## src/rtl/lfsr_generator.sv

```systemverilog
// Fibonacci/Galois LFSR with seed load, zero-seed rejection and validity flag.
// Define LFSR_PERIOD_CNT_EN to build in the period measurement counter.
module lfsr_generator #(
  parameter int unsigned          WIDTH  = 8,
  parameter logic [WIDTH-1:0]     TAPS   = 8'hB8,
  parameter bit                   GALOIS = 1'b0
) (
  input  logic             clk,
  input  logic             reset,
  input  logic             sel,
  input  logic [WIDTH-1:0] seed,
  input  logic             en,
  output logic [WIDTH-1:0] w,
  output logic             valid,
  output logic             seed_err,
  output logic             period_done,
  output logic [WIDTH-1:0] period
);

  localparam logic [WIDTH-1:0] ONES = '1;

  logic [WIDTH-1:0] r_w;
  logic             r_valid;
  logic             r_seed_err;

  logic             w_fib_fb;
  logic [WIDTH-1:0] w_fib_nxt;
  logic [WIDTH-1:0] w_gal_nxt;
  logic [WIDTH-1:0] w_step;
  logic             w_seed_ok;
  logic [WIDTH-1:0] w_load;

  // next state for one shift in the selected form, plus the load value
  always_comb begin
    w_fib_fb  = ^(r_w & TAPS);
    w_fib_nxt = {r_w[WIDTH-2:0], w_fib_fb};
    w_gal_nxt = (r_w >> 1) ^ (r_w[0] ? TAPS : '0);
    w_step    = GALOIS ? w_gal_nxt : w_fib_nxt;
    w_seed_ok = |seed;
    w_load    = w_seed_ok ? seed : ONES;
  end

  // shift register, validity flag and zero-seed pulse; load beats step
  always_ff @(posedge clk or negedge reset) begin
    if (!reset) begin
      r_w        <= ONES;
      r_valid    <= 1'b0;
      r_seed_err <= 1'b0;
    end else begin
      r_seed_err <= sel & ~w_seed_ok;
      if (sel) begin
        r_w     <= w_load;
        r_valid <= 1'b1;
      end else if (en) begin
        r_w <= w_step;
      end
    end
  end

  assign w        = r_w;
  assign valid    = r_valid;
  assign seed_err = r_seed_err;

`ifdef LFSR_PERIOD_CNT_EN
  logic [WIDTH-1:0] r_seed;
  logic [WIDTH-1:0] r_cnt;
  logic [WIDTH-1:0] r_period;
  logic             r_pdone;
  logic [WIDTH-1:0] w_cnt_inc;

  // saturating count+1, shared by counter and period capture
  always_comb begin
    w_cnt_inc = (r_cnt == ONES) ? ONES : r_cnt + 1'b1;
  end

  // count steps; on return to the stored seed latch the period
  always_ff @(posedge clk or negedge reset) begin
    if (!reset) begin
      r_seed   <= ONES;
      r_cnt    <= '0;
      r_period <= '0;
      r_pdone  <= 1'b0;
    end else begin
      r_pdone <= 1'b0;
      if (sel) begin
        r_seed <= w_load;
        r_cnt  <= '0;
      end else if (en) begin
        if (w_step == r_seed) begin
          r_pdone  <= 1'b1;
          r_period <= w_cnt_inc;
          r_cnt    <= '0;
        end else begin
          r_cnt <= w_cnt_inc;
        end
      end
    end
  end

  assign period_done = r_pdone;
  assign period      = r_period;
`else
  assign period_done = 1'b0;
  assign period      = '0;
`endif

endmodule

```

## config.mk

```make
export PLATFORM = sky130hd
export DESIGN_NAME = lfsr_generator
export DESIGN_NICKNAME = d
export VERILOG_FILES = /design/src/rtl/lfsr_generator.sv
export SDC_FILE = /design/constraint.sdc
export NUM_CORES = 1
export LEC_CHECK = 0
export ABC_AREA = 0
export CORE_MARGIN = 5
export CORE_UTILIZATION = 34
export CTS_BUF_LIST = sky130_fd_sc_hd__clkbuf_16
export DETAILED_ROUTE_END_ITERATION = 12
export PLACE_DENSITY = 0.79
export SETUP_SLACK_MARGIN = 0.1
export SLEW_MARGIN = 20
export SYNTH_ARGS = -nofsm -noshare
export SYNTH_HDL_FRONTEND = slang
export SYNTH_SLANG_ARGS = --single-unit
```

## constraint.sdc

```tcl
create_clock -name clk -period 1.25 [get_ports clk]
set_clock_uncertainty 0.1 [all_clocks]
set_input_delay 0.25 -clock clk [delete_from_list [all_inputs] [get_ports clk]]
set_output_delay 0.25 -clock clk [all_outputs]
set_load 0.05 [all_outputs]
```

# After elaboration in Yosys (flattened, before gate mapping)
# Index checks and enable logic that the tools add are counted.
# op_classes
n_reduce_logical,3
bitwise,2
mux,3
# ops
operator,count
two-way mux 8 bit,3
OR reduction 8 bit,1
parity 8 bit,1
nonzero test 2 bit,1
bitwise AND 1 bit,1
NOT 1 bit,1
# totals
elab_cells,11
output_inout_bits,19
regBits,10
inputBits,12

# Longest topological paths before layout
# logic_depth
word_depth,3
ltp_mapped,4
ltp_nobuf,4

# Worst setup path after synthesis
# No wires, ideal clock.
# synth_timing
path_type,register to register
startpoint,"register r_w[4], in the netlist w[4]"
endpoint,"register r_w[0], in the netlist w[0]"
t_arrival_ns,1.261
setup_ns,0.061
t_required_ns,1.089
n_path_buf,0
setup_slack_ns,-0.172
path_stages_with_launch,5
synth_period_minus_slack_ns,1.422
cell_sequence,dfstp_2 -> xor2_1 -> xnor2_1 -> a31oi_1 -> o31a_1
# synth_between
elab_chain_cells,3
# synth_lines
element,line,rtl
"start, declared",22,logic [WIDTH-1:0] r_w;
"start signal, assigned",52,r_w <= w_load;
"start signal, assigned",55,r_w <= w_step;
parity 8 bit,35,w_fib_fb = ^(r_w & TAPS);
two-way mux 8 bit,54,end else if (en) begin
two-way mux 8 bit,51,if (sel) begin
# Every way passes these cells. The select of a mux whose other input is x is not followed.
# A chain may end at the register's enable or synchronous reset.

# Worst setup path in the final report
# layout_timing
startpoint,"register r_w[5], in the netlist w[5]"
endpoint,output port w[5]
# layout_rtl
element,line,rtl
"end, declared",13,"output logic [WIDTH-1:0] w,"
# No word-level cell between the ends.

==> metrics.md <==
| Metric | Value |
|---|---|
| Status | `complete, but fails checks` |
| Violations in the final reports | `negative setup slack` |
| Pre-CTS setup slack | `-0.5555 ns` |
| Post-route clock period utilization | `108.9%` |
| Synth area leaders | `dfstp_2, buf_4, a211oi_1` |
| Max FO, Critical Path | `2` |
| Tmin final | `1.361 ns` |
| Total Routing Usage GR | `17.43%` |
| First-pass DRT Iterations | `4` |
| Synth Instances | `68` |
| Hold path cells | `3` |
| Number of antenna repair diodes | `0` |
| Core area | `1727 µm²` |
| PD cells | `1223 nW/µm²` |
| Antenna violations before repair | `0` |
| Global route overflow | `0` |
| GP Congestion | `0.7918` |
| Final hold vios | `0` |
| RSZ-0062 raised after global routing | `yes` |
| Area of the die | `2757 µm²` |
| Worst stage delay on the critical path | `0.54 ns` |
| Nets | `128` |
| Via count | `659` |
| Worst Path Required | `0.90 ns` |
| Routed len/inst | `14.54 µm` |
| Share of layout cells above drive strength 1 | `60.00%` |
| Reg clk slew, reported paths | `0.04 ns` |
| Max Cap Viol | `0` |
| First-pass GRT wire length | `3.470 mm` |
| Initial Util | `35.58%` |
| Vias per cell | `4.707` |
| Boundary pin count | `31` |
| Most common cell after layout, fill and taps aside | `buf_4` |
| Clock tree from TritonCTS | `yes` |
| Final setup vio count | `11` |
| Half-perimeter wire length after placement | `1.389 mm` |
| WP depth | `2` |
| Max stage delay cell, worst path | `dfstp_2` |
| Sequential-to-total area share from yosys stat | `42.36%` |
| Placed insts | `128` |
| Port Buffers | `21` |
| Cell Area, Placed | `1052 µm²` |
| Synth Warn # | `0` |
| Final setup margin | `-0.1111 ns` |
| Die height | `52.51 µm` |
| Critical path startpoint category | `register` |
| Clock Latency Late Sink | `0.24 ns` |
| Final ANT Viol Nets | `0` |
| Post-synth top area cell | `dfstp_2` |
| Non-Filler Instances | `140` |
| Yosys top cell area share | `34.22%` |
| Initial DRC count | `11` |
| Min-delay worst type | `input port to register` |
| R2R cell count | `4` |
| Critical Path End Type | `primary output` |
| Peak VDD IR | `0.7264 mV` |
| Fmax | `0.7347 GHz` |
| Delay-heaviest family, CP | `flip-flops` |
| Hold Slack | `0.1708 ns` |
| DIE WIDTH | `52.51 µm` |
| Detailed Route WL | `2.036 mm` |
| FILL cells | `129` |
| Largest net degree at the start of global routing | `11` |
| Leakage power | `0.5864 nW` |
| Post-synthesis cell type count | `19` |
| Cts hold-fix bufs | `0` |
| Num CTS Buffers | `3` |
| Commonest non-fill, non-tap cells in the layout | `buf_4, buf_6, buf_12` |
| # DRC | `0` |
| Rows | `15` |
| Clock sink total | `10` |
| Area Growth Syn to Fin | `109.4%` |
| Setup TNS | `-0.6492 ns` |
| Avg Cell Area, Syn | `9.034 µm²` |
| Buffer levels on the longest clock path | `2` |
| Number of global-route vias before repair | `737` |
| Bufs and invs on worst path | `2` |
| Slew Viols, Final | `0` |
| Number of synthesized register bits | `10` |
| Crit Path Class | `register to primary output` |
| H-tree levels | `1` |
| CP cell instances | `buf_6 -> buf_12` |
| Clock root cell | `clkbuf_16` |
| Final Cell Area | `1286 µm²` |
| CP Data Arrival Time | `1.01 ns` |
| Mapped Area | `614.3 µm²` |
==> through the flow <==
step / utilization (%) / power [mW]
floorplan: - / 0.6823
global placement: 60.94 / 0.9059
detailed placement: 60.94 / 0.9175
CTS: 71.88 / 1.552
global route: 74.49 / 1.637
finish: 74.49 / 1.573
==> report_power, final <==
group          internal (mW)  switching (mW)  total (mW)
sequential             0.377          0.0305       0.407
clock                  0.419           0.147       0.566
combinational          0.290           0.310       0.599
total                   1.09           0.487        1.57
==> what timing repair did <==
action	in CTS	in global routing
endpoints found under the setup margin	17	18
gates resized for setup	38	10
pin swaps	10	5
cloned	1	0
setup buffers	6	1
==> state kept, by name, summed over array words and instances (netlist names) <==
name,flops
seed_err,1
valid,1
w,8
==> area by class of cell <==
| cell class | instances | area, µm² | area share [%] |
|---|---|---|---|
| clock buffer | 3 | 75.07 | 5.837 |
| clock inverter | 1 | 3.754 | 0.2918 |
| inverter | 3 | 11.26 | 0.8755 |
| multi-input combinational | 51 | 382.9 | 29.77 |
| sequential | 10 | 260.3 | 20.23 |
| tap | 25 | 31.28 | 2.432 |
| timing repair buffer | 47 | 521.8 | 40.56 |
==> worst min-delay path: cells and delay by family <==
family          cells  cell delay [ns]
simple gates        1             0.08
compound gates      1             0.08
buf+inv             1             0.09
==> Yosys cell counts <==
master / n
nor2_1: 7
dfstp_2: 8
nand2_1: 1
xor2_1: 2
nor2b_1: 7
inv_1: 3
a21oi_1: 7
buf_4: 10
conb_1: 1
or3_1: 1
buf_2: 2
and4b_2: 1
or2_2: 1
a211oi_1: 7
a31oi_1: 3
o31a_1: 1
dfrtp_1: 2
xnor2_1: 1
nor3_1: 3
==> cell families after synthesis <==
| family | Yosys count | share of synthesized area [%] |
|---|---|---|
| AO/OA/AOI/OAI | 18 | 18.74 |
| XOR/XNOR | 3 | 4.278 |
| other | 1 | 0.6104 |
| buffers and inverters | 15 | 15.68 |
| flip-flops | 10 | 42.36 |
| AND/OR/NAND/NOR | 21 | 18.33 |
==> routing by layer <==
metal / GRT usage [%] / vias to the layer above / routed length (µm)
met5: 0 / - / 0
met4: 10.21 / 0 / 47
li1: - / 311 / -
met3: 3.419 / 4 / 105
met2: 30.58 / 27 / 1083
met1: 19.13 / 317 / 799
==> path summary, 6_finish.rpt <==
kind,startpoint,to,slack [ns]
min in group asynchronous,reset,valid,0.22
worst max-delay path,w[5],w[5],-0.11
worst min-delay path,seed[5],w[5],0.17
worst max register to register,w[4],w[0],-0.07
worst min register to register,valid,valid,0.43
max in group asynchronous,reset,w[3],0.61
Note: power is estimated with default switching activity, not from simulation.
